**src/rtl/dmac_minmax_pkg.sv**
```systemverilog
// ---------------------------------------------------------------------------
// dmac_minmax_pkg
//   Shared types and helpers for the DMAC min/max comparison tree.
//   - MM_WIDTH / MM_INDEX_WIDTH : element and index widths of a tree node.
//     dmac_minmax_pipe must be instantiated with WIDTH == MM_WIDTH and
//     INDEX_WIDTH == MM_INDEX_WIDTH; NUM_INPUTS is free (2..LEAVES).
//   - LEAVES                    : tree width after padding to a power of two.
//   - node_t                    : record carried by every tree node.
//   - beats()                   : "a strictly beats b" under tc / min_max.
// ---------------------------------------------------------------------------
package dmac_minmax_pkg;

  localparam int MM_WIDTH       = 4;
  localparam int MM_INDEX_WIDTH = 3;
  localparam int LEAVES         = 2 ** MM_INDEX_WIDTH;

  typedef struct packed {
    logic [MM_WIDTH-1:0]       value;
    logic [MM_INDEX_WIDTH-1:0] index;
    logic                      vld;
    logic                      tc;
    logic                      min_max;
  } node_t;

  // Two's complement ordering is obtained by flipping the sign bit of both
  // operands and comparing unsigned, so no width growth is needed.
  function automatic logic beats(input logic [MM_WIDTH-1:0] a,
                                 input logic [MM_WIDTH-1:0] b,
                                 input logic                tc,
                                 input logic                min_max);
    logic [MM_WIDTH-1:0] ka;
    logic [MM_WIDTH-1:0] kb;
    ka = a;
    kb = b;
    if (tc) begin
      ka[MM_WIDTH-1] = ~ka[MM_WIDTH-1];
      kb[MM_WIDTH-1] = ~kb[MM_WIDTH-1];
    end
    return min_max ? (ka > kb) : (ka < kb);
  endfunction

endpackage

```
**src/rtl/dmac_minmax_node.sv**
```systemverilog
// ---------------------------------------------------------------------------
// dmac_minmax_node
//   Combinational two-input merge of the comparison tree.
//   Ports:
//     left   : node record from the lower-index subtree
//     right  : node record from the higher-index subtree
//     merged : winning record (carries its own value, index, mode)
//   An invalid child always loses; with both valid the right child only wins
//   when strictly better, so equal values resolve to the lower index.
// ---------------------------------------------------------------------------
module dmac_minmax_node
  import dmac_minmax_pkg::*;
(
  input  node_t left,
  input  node_t right,
  output node_t merged
);

  logic right_wins;

  always_comb begin
    right_wins = 1'b0;
    if (right.vld && !left.vld) begin
      right_wins = 1'b1;
    end else if (right.vld && left.vld) begin
      right_wins = beats(right.value, left.value, left.tc, left.min_max);
    end
  end

  assign merged = right_wins ? right : left;

endmodule

```
**src/rtl/dmac_minmax_pipe.sv**
```systemverilog
// ---------------------------------------------------------------------------
// dmac_minmax_pipe
//   Streaming min/max finder for the DMAC channel-arbitration path. One vector
//   of NUM_INPUTS elements per cycle enters a registered comparison tree of
//   INDEX_WIDTH levels; the extremum and its index leave on a valid/ready
//   handshake INDEX_WIDTH cycles after acceptance.
//
//   Ports:
//     hclk, hreset          : clock, synchronous active-high reset
//     in_valid / in_ready   : input handshake (in_ready = not stalled)
//     in_a                  : element i = in_a[i*WIDTH +: WIDTH]
//     in_mask               : 1 = element participates
//     in_tc                 : 0 unsigned, 1 two's complement
//     in_min_max            : 0 min, 1 max
//     out_valid / out_ready : output handshake
//     out_value, out_index  : extremum and its lowest index (0 when none)
//     out_none              : mask was all zero
//
//   Optional build macro DMAC_MINMAX_ACCUM_EN adds:
//     in_acc                : merge this result with the last emitted one
//     out_acc_hit           : the previously emitted result won
//
//   WIDTH and INDEX_WIDTH must match MM_WIDTH / MM_INDEX_WIDTH of the package.
// ---------------------------------------------------------------------------
module dmac_minmax_pipe
  import dmac_minmax_pkg::*;
#(
  parameter int WIDTH       = MM_WIDTH,
  parameter int NUM_INPUTS  = 8,
  parameter int INDEX_WIDTH = MM_INDEX_WIDTH
) (
  input  logic                        hclk,
  input  logic                        hreset,
  input  logic                        in_valid,
  output logic                        in_ready,
  input  logic [NUM_INPUTS*WIDTH-1:0] in_a,
  input  logic [NUM_INPUTS-1:0]       in_mask,
  input  logic                        in_tc,
  input  logic                        in_min_max,
  output logic                        out_valid,
  input  logic                        out_ready,
  output logic [WIDTH-1:0]            out_value,
  output logic [INDEX_WIDTH-1:0]      out_index,
  output logic                        out_none
`ifdef DMAC_MINMAX_ACCUM_EN
  ,
  input  logic                        in_acc,
  output logic                        out_acc_hit
`endif
);

  logic stall;
  logic accept;
  logic root_en;
  logic [INDEX_WIDTH:1] vld_p;

  // Heap numbering: node 1 is the root, node i has children 2i and 2i+1,
  // leaves occupy LEAVES .. 2*LEAVES-1 in element order.
  node_t src    [2:2*LEAVES-1];
  node_t merged [1:LEAVES-1];

  logic [WIDTH-1:0]       out_value_q;
  logic [INDEX_WIDTH-1:0] out_index_q;
  logic                   out_none_q;

  // The whole pipe freezes while the output is held, so no bubble collapsing.
  assign stall     = vld_p[INDEX_WIDTH] & ~out_ready;
  assign in_ready  = ~stall;
  assign accept    = in_valid & ~stall;
  assign out_valid = vld_p[INDEX_WIDTH];
  assign root_en   = (INDEX_WIDTH == 1) ? accept : ~stall;

  always_ff @(posedge hclk) begin
    if (hreset) begin
      vld_p <= '0;
    end else if (!stall) begin
      vld_p[1] <= in_valid;
      for (int s = 2; s <= INDEX_WIDTH; s++) begin
        vld_p[s] <= vld_p[s-1];
      end
    end
  end

  // ---- stage 0: leaves, padded up to LEAVES with masked-off entries ----
  for (genvar j = 0; j < LEAVES; j++) begin : g_leaf
    if (j < NUM_INPUTS) begin : g_used
      assign src[LEAVES+j] = '{value:   in_a[j*WIDTH +: WIDTH],
                               index:   MM_INDEX_WIDTH'(j),
                               vld:     in_mask[j],
                               tc:      in_tc,
                               min_max: in_min_max};
    end else begin : g_pad
      assign src[LEAVES+j] = '{value:   '0,
                               index:   MM_INDEX_WIDTH'(j),
                               vld:     1'b0,
                               tc:      in_tc,
                               min_max: in_min_max};
    end
  end

  // ---- stages 1 .. INDEX_WIDTH-1: one register per internal node ----
  for (genvar i = 1; i < LEAVES; i++) begin : g_node
    // Depth of node i is floor(log2(i)); deepest internal level is stage 1.
    localparam int STG = INDEX_WIDTH - ($clog2(i + 1) - 1);

    dmac_minmax_node u_node (
      .left   (src[2*i]),
      .right  (src[2*i+1]),
      .merged (merged[i])
    );

    if (i >= 2) begin : g_reg
      logic  en;
      node_t node_p;

      if (STG == 1) begin : g_first
        assign en = accept;
      end else begin : g_inner
        assign en = ~stall;
      end

      always_ff @(posedge hclk) begin
        if (en) begin
          node_p <= merged[i];
        end
      end

      assign src[i] = node_p;
    end
  end

  // ---- stage INDEX_WIDTH: root result lands in the output registers ----
  always_ff @(posedge hclk) begin
    if (hreset) begin
      out_value_q <= '0;
      out_index_q <= '0;
      out_none_q  <= 1'b0;
    end else if (root_en) begin
      out_value_q <= merged[1].vld ? merged[1].value : '0;
      out_index_q <= merged[1].vld ? merged[1].index : '0;
      out_none_q  <= ~merged[1].vld;
    end
  end

`ifdef DMAC_MINMAX_ACCUM_EN
  logic [INDEX_WIDTH:1]   acc_p;
  logic                   out_tc_q;
  logic                   out_mm_q;
  logic [WIDTH-1:0]       held_value;
  logic [INDEX_WIDTH-1:0] held_index;
  logic                   held_none;
  logic                   sel_held;

  // Accumulate flag rides with the stage valid bits.
  always_ff @(posedge hclk) begin
    if (hreset) begin
      acc_p <= '0;
    end else if (!stall) begin
      acc_p[1] <= in_valid & in_acc;
      for (int s = 2; s <= INDEX_WIDTH; s++) begin
        acc_p[s] <= acc_p[s-1];
      end
    end
  end

  always_ff @(posedge hclk) begin
    if (hreset) begin
      out_tc_q <= 1'b0;
      out_mm_q <= 1'b0;
    end else if (root_en) begin
      out_tc_q <= merged[1].tc;
      out_mm_q <= merged[1].min_max;
    end
  end

  // The held result keeps ties; an empty held result loses to anything.
  always_comb begin
    sel_held = 1'b0;
    if (acc_p[INDEX_WIDTH] && !held_none) begin
      if (out_none_q) begin
        sel_held = 1'b1;
      end else begin
        sel_held = ~beats(out_value_q, held_value, out_tc_q, out_mm_q);
      end
    end
  end

  assign out_value   = sel_held ? held_value : out_value_q;
  assign out_index   = sel_held ? held_index : out_index_q;
  assign out_none    = sel_held ? 1'b0       : out_none_q;
  assign out_acc_hit = sel_held;

  always_ff @(posedge hclk) begin
    if (hreset) begin
      held_value <= '0;
      held_index <= '0;
      held_none  <= 1'b1;
    end else if (out_valid && out_ready) begin
      held_value <= out_value;
      held_index <= out_index;
      held_none  <= out_none;
    end
  end
`else
  logic unused_root_mode;

  assign unused_root_mode = merged[1].tc ^ merged[1].min_max;
  assign out_value        = out_value_q;
  assign out_index        = out_index_q;
  assign out_none         = out_none_q;
`endif

endmodule

```
**config.mk**
```make
export PLATFORM = sky130hd
export DESIGN_NAME = dmac_minmax_pipe
export DESIGN_NICKNAME = d
export VERILOG_FILES = /design/src/rtl/dmac_minmax_pkg.sv /design/src/rtl/dmac_minmax_node.sv /design/src/rtl/dmac_minmax_pipe.sv
export SDC_FILE = /design/constraint.sdc
export NUM_CORES = 1
export LEC_CHECK = 0
export ABC_AREA = 1
export CORE_UTILIZATION = 48
export DETAILED_ROUTE_END_ITERATION = 7
export PLACE_DENSITY = 0.79
export SLEW_MARGIN = 15
export SYNTH_ARGS = -nofsm -noshare
export SYNTH_HDL_FRONTEND = slang
export SYNTH_SLANG_ARGS = --single-unit
```
**constraint.sdc**
```tcl
create_clock -name hclk -period 2 [get_ports hclk]
set_input_delay 0.3 -clock hclk [delete_from_list [all_inputs] [get_ports hclk]]
set_output_delay 0.3 -clock hclk [all_outputs]
set_load 0.01 [all_outputs]
```
Word level (Yosys, flattened, before mapping)
Index checks and enable logic that the tools add are counted.
{"block": "classes", "order_cmp": 14, "mux": 72, "bitwise_logic": 19, "reduce_logical": 21}
{"op": "$mux 10", "n": 7}
{"op": "$mux 1", "n": 63}
{"op": "$gt 4x4->1", "n": 7}
{"op": "$lt 4x4->1", "n": 7}
{"op": "$not 1->1", "n": 17}
{"op": "$logic_and 1x1->1", "n": 14}
{"op": "$logic_not 1->1", "n": 7}
{"op": "$mux 4", "n": 1}
{"op": "$mux 3", "n": 1}
{"op": "$and 1x1->1", "n": 2}
{"block": "word_totals", "regBits": 71, "in_bits": 46, "out_inout_bits": 10, "word_cells": 160}

Longest topological paths before layout
Gate-level depths: netlist (run 1).
{"block": "logic_depth", "ltp_word": 10, "depth_mapped": 13, "ltp_nobuf": 13}

Modules after synthesis
Synthesis (run 1) repeated with hierarchy kept, for this count alone.
{"block": "unflattened", "cells_unflattened": 523, "area_unflattened_um2": 4515.6}
{"mod": "dmac_minmax_pipe", "instances": 1, "cells_per_inst": 138, "area_each_um2": 2343.5, "seq_area_each_um2": 2021.9}
{"mod": "dmac_minmax_node", "instances": 7, "cells_per_inst": 55, "area_each_um2": 310.3, "seq_area_each_um2": 0.0}

Worst setup path after synthesis (run 1)
No wires, ideal clock.
{"block": "synth_timing", "kind": "reg-to-reg", "startpoint": "register vld_p[3] (netlist bit)", "endpoint": "register g_node[4].g_reg.node_p[0] (netlist bit) (enable)", "setup_time_ns": 0.381, "arrival_ns": 1.764, "required_ns": 1.619, "setup_slack_ns": -0.145, "path_stages_with_launch": 7, "n_path_buf": 1, "synth_period_minus_slack_ns": 2.145, "path_cell_list": "dfxtp_1 inv_1 nor2_1 clkbuf_1 inv_1 nand2_1 inv_1"}
{"block": "synth_between", "elab_chain_len": 3}
{"item": "from (decl)", "line_no": "dmac_minmax_pipe.sv:55", "text": "logic [INDEX_WIDTH:1] vld_p;"}
{"item": "from (signal, indexed assignment)", "line_no": "dmac_minmax_pipe.sv:79", "text": "vld_p[s] <= vld_p[s-1];"}
{"item": "$and 1x1->1", "line_no": "dmac_minmax_pipe.sv:67", "text": "assign stall = vld_p[INDEX_WIDTH] & ~out_ready;"}
{"item": "$not 1->1"}
{"item": "net in_ready", "line_no": "dmac_minmax_pipe.sv:35", "text": "output logic in_ready,"}
{"item": "$and 1x1->1", "line_no": "dmac_minmax_pipe.sv:69", "text": "assign accept = in_valid & ~stall;"}
{"item": "net accept", "line_no": "dmac_minmax_pipe.sv:53", "text": "logic accept;"}
{"item": "to (signal assigned)", "line_no": "dmac_minmax_pipe.sv:124", "text": "node_p <= merged[i];"}
{"item": "to (decl)", "line_no": "dmac_minmax_pipe.sv:114", "text": "node_t node_p;"}
The timed path passes the listed nets, and every way through them passes these cells.
A chain may end at the register's enable or synchronous reset.

==> metrics.md, run 1 <==
| Metric | Value |
|---|---|
| Most frequent cells in the layout | `89 x nand2_1, 50 x inv_1, 48 x clkdlybuf4s50_1, 42 x edfxtp_1, 28 x nand3_1` |
| Share of cells above drive strength 1 | `13.4%` |
| Row count | `28` |
| Total power density per cell area | `711 nW/um^2` |
| Worst Setup Path Type | `register to register` |
| Critical Path Start Type | `register` |
| Synth top area share | `41.3%` |
| Pin count of the biggest net entering global routing | `27` |
| Setup crit end kind | `register` |
| Fin crit period | `1.95 ns` |
| Most common cell after layout, fill and taps aside | `nand2_1` |
| Die area | `6690 sq um` |
| Final slew viol count | `0` |
| WP data required | `2.07 ns` |
| Inserted Clock Buffers | `5` |
| Yosys cell types | `28` |
| CTS Buffer Depth | `2` |
| Multiplexer share of the synthesized area | `0.860%` |
| First-pass GRT wire length | `9160 um` |
| Max stage delay on crit path | `0.46 ns` |
| Post-route clock skew | `0.00810 ns` |
| Critical path's most frequent cell | `nand2_1` |
| Post-synthesis compound-gate area fraction | `7.54%` |
| Final Hold Vio Count | `0` |
| Port Buf Inserts | `55` |
| Peak supply drop | `0.458 mV` |
| Final-report setup violation count | `0` |
| Slew @ Worst Pin | `0.407 ns` |
| Min-Delay Path Class | `input pin to register` |
| Peak Freq | `513 MHz` |
| Fillers | `513` |
| Setup TNS | `0 ns` |
| Mapped Area | `3050 sq um` |
| Avg WL per Cell | `11.3 um` |
| Final ANT Viol Nets | `0` |
| Die Width | `81.8 um` |
| Count of state elements after synthesis | `53` |
| Async S/R FF share, synth | `0%` |
| Post-synthesis sequential area ratio | `48.5%` |
| Total routed wirelength | `5570 um` |
| Placed cells | `484` |
| Vias per cell | `4.88` |
| Sink Count | `53` |
| XOR/XNOR Fraction of Synth Area | `2.29%` |
| Cells along the critical path | `xor2_1, ha_1, nand2_1, inv_2, o21ai_2, nand2_1, nand3_1, o211ai_1, nand2_2, inv_4, nand2_1, nand2_1` |
| Post-DP Area | `3800 sq um` |
| Post-synth EDFFs | `42` |
| N_diodes | `0` |
| Worst-path clk slew | `0.09 ns` |
| Syn nets | `416` |
| Clk root buf | `clkbuf_8` |
| Synth area leaders | `edfxtp_1 41%, nand2_1 11%, ha_1 10%, dfxtp_1 7.2%, inv_1 7.0%` |
| Initial Utilization | `50.7%` |
| I/O pin total | `56` |
| Simple-Gate Fraction of Synth Area | `22.0%` |
| Drt pass-1 iters | `4` |
| Initial DRC Count | `104` |
| Synthesis Warnings | `0` |
| Syn avg cell area | `8.85 sq um` |
| RSZ-0062 raised after global routing | `true` |
| WHS Path Cells | `3` |
| Syn Inst Count | `345` |
| Leakage power | `0.00187 uW` |
| Main combinational cell family by area after synthesis | `simple AND/OR/NAND/NOR gates` |
| R2R cell count | `12` |
| GRT overflow | `0` |
| Initial antenna violation count | `0` |
| Synth-to-layout area growth | `29.1%` |
| Leading area contributor after synthesis | `edfxtp_1` |
| Outcome | `completed` |
| Period utilization | `97.5%` |
| Fin util | `65.4%` |
| Die height | `81.8 um` |
| Final Non-Filler Cells | `494` |
| Core Region | `6030 sq um` |
| Post-Synth Adder-Cell Area | `10.2%` |
| GP Congestion | `0.823` |
| Relative slew slack | `72.8%` |
| H-tree Lvls | `2` |
| Vias in the first global route | `2,284` |
| CTS tree | `built` |
| Slowest CP cell | `edfxtp_1` |
| NumNets Final | `489` |
| GRT Total Usage | `18.3%` |
| DR DRC count | `0` |
| Worst skew pair latency | `0.30 ns` |
| Final Cell Area | `3940 sq um` |
| Vias | `2,413` |
| Ys flop type | `edfxtp_1` |
| Reg2Reg Setup Slack | `0.05 ns` |
| Post-DP HPWL | `4610 um` |
| Crit path arrival time | `2.02 ns` |
| Max Cap Viol | `0` |
| Top fanout value on the critical path | `7` |
## layer usage
metal	routed length, um	up-vias	GRT usage, %
met1	2370	1071	19.3
met4	133	0	8.42
met3	233	11	4.56
met2	2840	56	33.7
li1	-	1275	-
met5	0	-	0
## path summary, 6_finish.rpt
check / start / to
worst max-delay path: g_node[4].g_reg.node_p[1] / g_node[3].g_reg.node_p[9]
worst min-delay path: in_a[11] / g_node[5].g_reg.node_p[9]
worst max register to register: g_node[4].g_reg.node_p[1] / g_node[3].g_reg.node_p[9]
worst min register to register: out_value[3] / out_value[3]
## Yosys cell counts, types with 2 or more instances
cell type and instances:
ha_1 25, o21ai_0 19, o21bai_1 2, inv_1 57
nor2_1 8, nand3_1 29, o21ai_1 4, a21oi_1 14
o211ai_1 4, inv_2 2, xor2_1 4, and3_1 2
nand3_2 5, clkbuf_1 3, dfxtp_1 11, or2_1 2
nand2_1 92, xnor2_1 4, or2_2 6, edfxtp_1 42
nand2_4 3
## state kept, by name, summed over array words and instances, names as in the netlist
name	cells
g_node.g_reg.node_p	42
out_value	4
out_index	3
vld_p	3
out_none	1
## metrics by stage
stage,hold WS (ns),setup slack (ns),total power (uW)
after floorplan,0.399,0.0203,1900
after global placement,0.444,-0.325,2170
after detailed placement,0.455,-0.463,2210
after CTS,0.469,0.00458,2820
after global routing,0.363,-0.107,2990
final,0.351,0.0495,2800
## worst max-delay path: cells and delay by family (launching register included)
family | cells | cell delay, ns
simple gates | 6 | 0.50
compound gates | 2 | 0.14
fa+ha+maj | 1 | 0.30
flops | 1 | 0.46
buf+inv | 2 | 0.11
xor+xnor | 1 | 0.20
## final cells by class
cell class	count	area, sq um	area share, %
Sequential cell	53	1480	37.6
Multi-Input combinational cell	226	1340	33.9
Timing Repair Buffer	71	697	17.7
Inverter	61	243	6.15
Tap cell	75	93.8	2.38
Clock buffer	8	90.1	2.28
## what timing repair did
item,in CTS,in global routing
resized for setup,12,15
endpoints found under the setup margin,16,21
hold buffers,0,0
pin swaps,6,14
buffers inserted,1,1
hold endpoints to repair,0,0
## where the power goes
| group | switching (uW) | internal (uW) |
|---|---|---|
| logic | 417 | 378 |
| registers | 65.0 | 1340 |
| clock network | 319 | 283 |
| total | 801 | 2000 |
## logic make-up (layout without fill, tap and decap cells)
logic type	Yosys count	in the layout
AOI/OAI and AO/OA	43	43
adders and majority gates	25	25
muxes	2	2
buffers and inverters	66	140
xor gates and xnor gates	8	8
DFF	53	53
and+or+nand+nor	148	148
No activity file was read; power rests on OpenSTA's default activity.
==> run 2: changes to the inputs <==
SETUP_SLACK_MARGIN = 0.15   (was not set)
==> run 2 against run 1 <==
Critical path depth fell by 2. Sequential power barely moved. Setup slack got worse by 0.041 ns. Via count rose by 1.9%. First-iteration DRC count fell by 27%. Combinational power rose by 5.5%. Design area rose by 4.3%. Maximum frequency fell by 2.1%. Non-clock buffer count rose by 5. Cell count rose by 1.0%. Critical path type unchanged. Critical endpoint is now g_node[3].g_reg.node_p[7].
==> metrics.md, run 2 (synthesis results as in run 1) <==
| Metric | Value |
|---|---|
| Outcome | `completed` |
| H-tree Lvls | `2 (unchanged)` |
| Drt pass-1 iters | `4 (unchanged)` |
| Final slew viol count | `0 (unchanged)` |
| GRT Total Usage | `18.0% (-0.30 points)` |
| Max Cap Viol | `0 (unchanged)` |
| Final ANT Viol Nets | `0 (unchanged)` |
| GP Congestion | `0.820 (-0.29%)` |
| Post-DP HPWL | `4490 um (-2.6%)` |
| Peak Freq | `502 MHz (-2.1%)` |
| First-pass GRT wire length | `9170 um (+0.15%)` |
| Fin crit period | `1.99 ns (+0.0409 ns)` |
| Top fanout value on the critical path | `7 (unchanged)` |
| Worst skew pair latency | `0.30 ns (about the same)` |
| Final-report setup violation count | `0 (unchanged)` |
| Fin util | `68.3% (+2.8 points)` |
| Final Non-Filler Cells | `499 (+1.0%)` |
| Slew @ Worst Pin | `0.401 ns (-0.00635 ns)` |
| Inserted Clock Buffers | `5 (unchanged)` |
| Min-Delay Path Class | `input pin to register` |
| Die area | `6690 sq um (unchanged)` |
| Post-route clock skew | `0.00651 ns (-0.00158 ns)` |
| Core Region | `6030 sq um (unchanged)` |
| Port Buf Inserts | `55 (unchanged)` |
| DR DRC count | `0 (unchanged)` |
| Vias | `2,460 (+1.9%)` |
| Pin count of the biggest net entering global routing | `27 (unchanged)` |
| Vias per cell | `4.93 (+0.93%)` |
| Sink Count | `53 (unchanged)` |
| Leakage power | `0.00200 uW (+6.5%)` |
| Largest Register | `g_node.g_reg.node_p` |
| Vias in the first global route | `2,255 (-1.3%)` |
| Crit. Startpoint | `g_node[4].g_reg.node_p[1]` |
| Placed cells | `483 (-0.21%)` |
| Crit path arrival time | `2.06 ns (+0.04 ns)` |
| Most common cell after layout, fill and taps aside | `nand2_1` |
| Final Hold Vio Count | `0 (unchanged)` |
| Total routed wirelength | `5680 um (+2.0%)` |
| GRT overflow | `0 (unchanged)` |
| Period utilization | `99.6% (+2.0 points)` |
| Most frequent cells in the layout | `83 x nand2_1, 43 x inv_1, 42 x edfxtp_1, 32 x clkdlybuf4s50_1, 27 x nand3_1` |
| Hold Crit Start | `in_a[6]` |
| RSZ-0062 raised after global routing | `true` |
| Initial antenna violation count | `0 (unchanged)` |
| Die height | `81.8 um (unchanged)` |
| CTS tree | `built` |
| NumNets Final | `494 (+1.0%)` |
| Worst Setup Path Type | `register to register` |
| CTS Buffer Depth | `2 (unchanged)` |
| Clk root buf | `clkbuf_8` |
| Largest register FFs | `42 (unchanged)` |
| Relative slew slack | `73.2% (+0.42 points)` |
| Peak supply drop | `0.372 mV (-19%)` |
| Die Width | `81.8 um (unchanged)` |
| Avg WL per Cell | `11.4 um (+1.0%)` |
| Worst-path clk slew | `0.09 ns (about the same)` |
| Synth-to-layout area growth | `34.7%` |
| N_diodes | `0 (unchanged)` |
| WHS | `0.323 ns (-0.0283 ns)` |
| WP data required | `2.06 ns (about the same)` |
| Total power density per cell area | `701 nW/um^2 (-1.4%)` |
| Setup TNS | `0 ns (unchanged)` |
| Setup crit end kind | `register` |
| Initial Utilization | `50.7% (unchanged)` |
| Row count | `28 (unchanged)` |
| I/O pin total | `56 (unchanged)` |
| Post-CTS Hold Buffers | `0 (unchanged)` |
| Initial DRC Count | `76 (-27%)` |
| Critical Path Start Type | `register` |
| R2R Path Start | `g_node[4].g_reg.node_p[1]` |
| Share of cells above drive strength 1 | `20.5% (+7.2 points)` |
## run 2: changes by cell type in the layout (fill, tap and decap cells not counted), sizes merged
cell	before	now
dlymetal6s2s	5	15
clkdlybuf4s15	0	3
dlygate4sd2	2	4
buf	16	21
clkdlybuf4s50	48	32
inv	58	59
## run 2: final timing paths
kind,end,cells past startpoint,slack [ns]
setup / recovery,g_node[3].g_reg.node_p[7],10,0.009
hold reg to reg,vld_p[3],2,0.46
setup reg to reg,g_node[3].g_reg.node_p[7],10,0.009
hold / removal,g_node[4].g_reg.node_p[8],3,0.32
## run 2: final cells by class
type | count | area [sq um]
inverter | 61 | 244
multi-input combinational | 226 | 1440
fill | 481 | 1910
tap | 75 | 93.8
sequential | 53 | 1480
timing repair buffer | 76 | 756
clock buffer | 7 | 96.3
clock inverter | 1 | 5.00
## run 2: power by group
part           leakage (uW)  internal [uW]  total [uW]  switching, uW
logic               0.00143            402         839            437
clock network     0.0000542            313         635            322
registers          0.000513           1340        1410           64.3
total               0.00200           2060        2880            824
## run 2: metal layers
metal	track usage [%]	part of all wire, %	up-vias
met5	0	0	-
met4	8.07	2.3	0
met3	3.67	3.9	13
met2	32.7	51	62
met1	20.0	43	1095
li1	-	-	1290
## run 2: metrics by stage
stage / worst slack, ns / total power, uW / area [sq um]
6_report: 0.00865 / 2880 / 4110
5_1_grt: -0.135 / 3060 / 4110
4_1_cts: 0.00851 / 2840 / 3920
3_5_place_dp: -0.415 / 2210 / 3790
3_3_place_gp: -0.324 / 2170 / 3790
2_1_floorplan: 0.0552 / 1900 / 3070
## run 2: worst max-delay path: stages, from the launching register on
cell and delay (ns):
edfxtp_1 0.46, xnor2_1 0.23, ha_1 0.28, nand2_1 0.08
inv_1 0.05, o21ai_1 0.06, nand2_1 0.10, o211ai_1 0.20
nand2_2 0.13, inv_4 0.11, o21ai_1 0.06
## run 2: what timing repair did
action | CTS | global route
pin swaps | 19 | 34
resized for setup | 20 | 54
endpoints found under the hold margin | 0 | 0
setup endpoints to repair | 24 | 32
setup buffers | 0 | 8
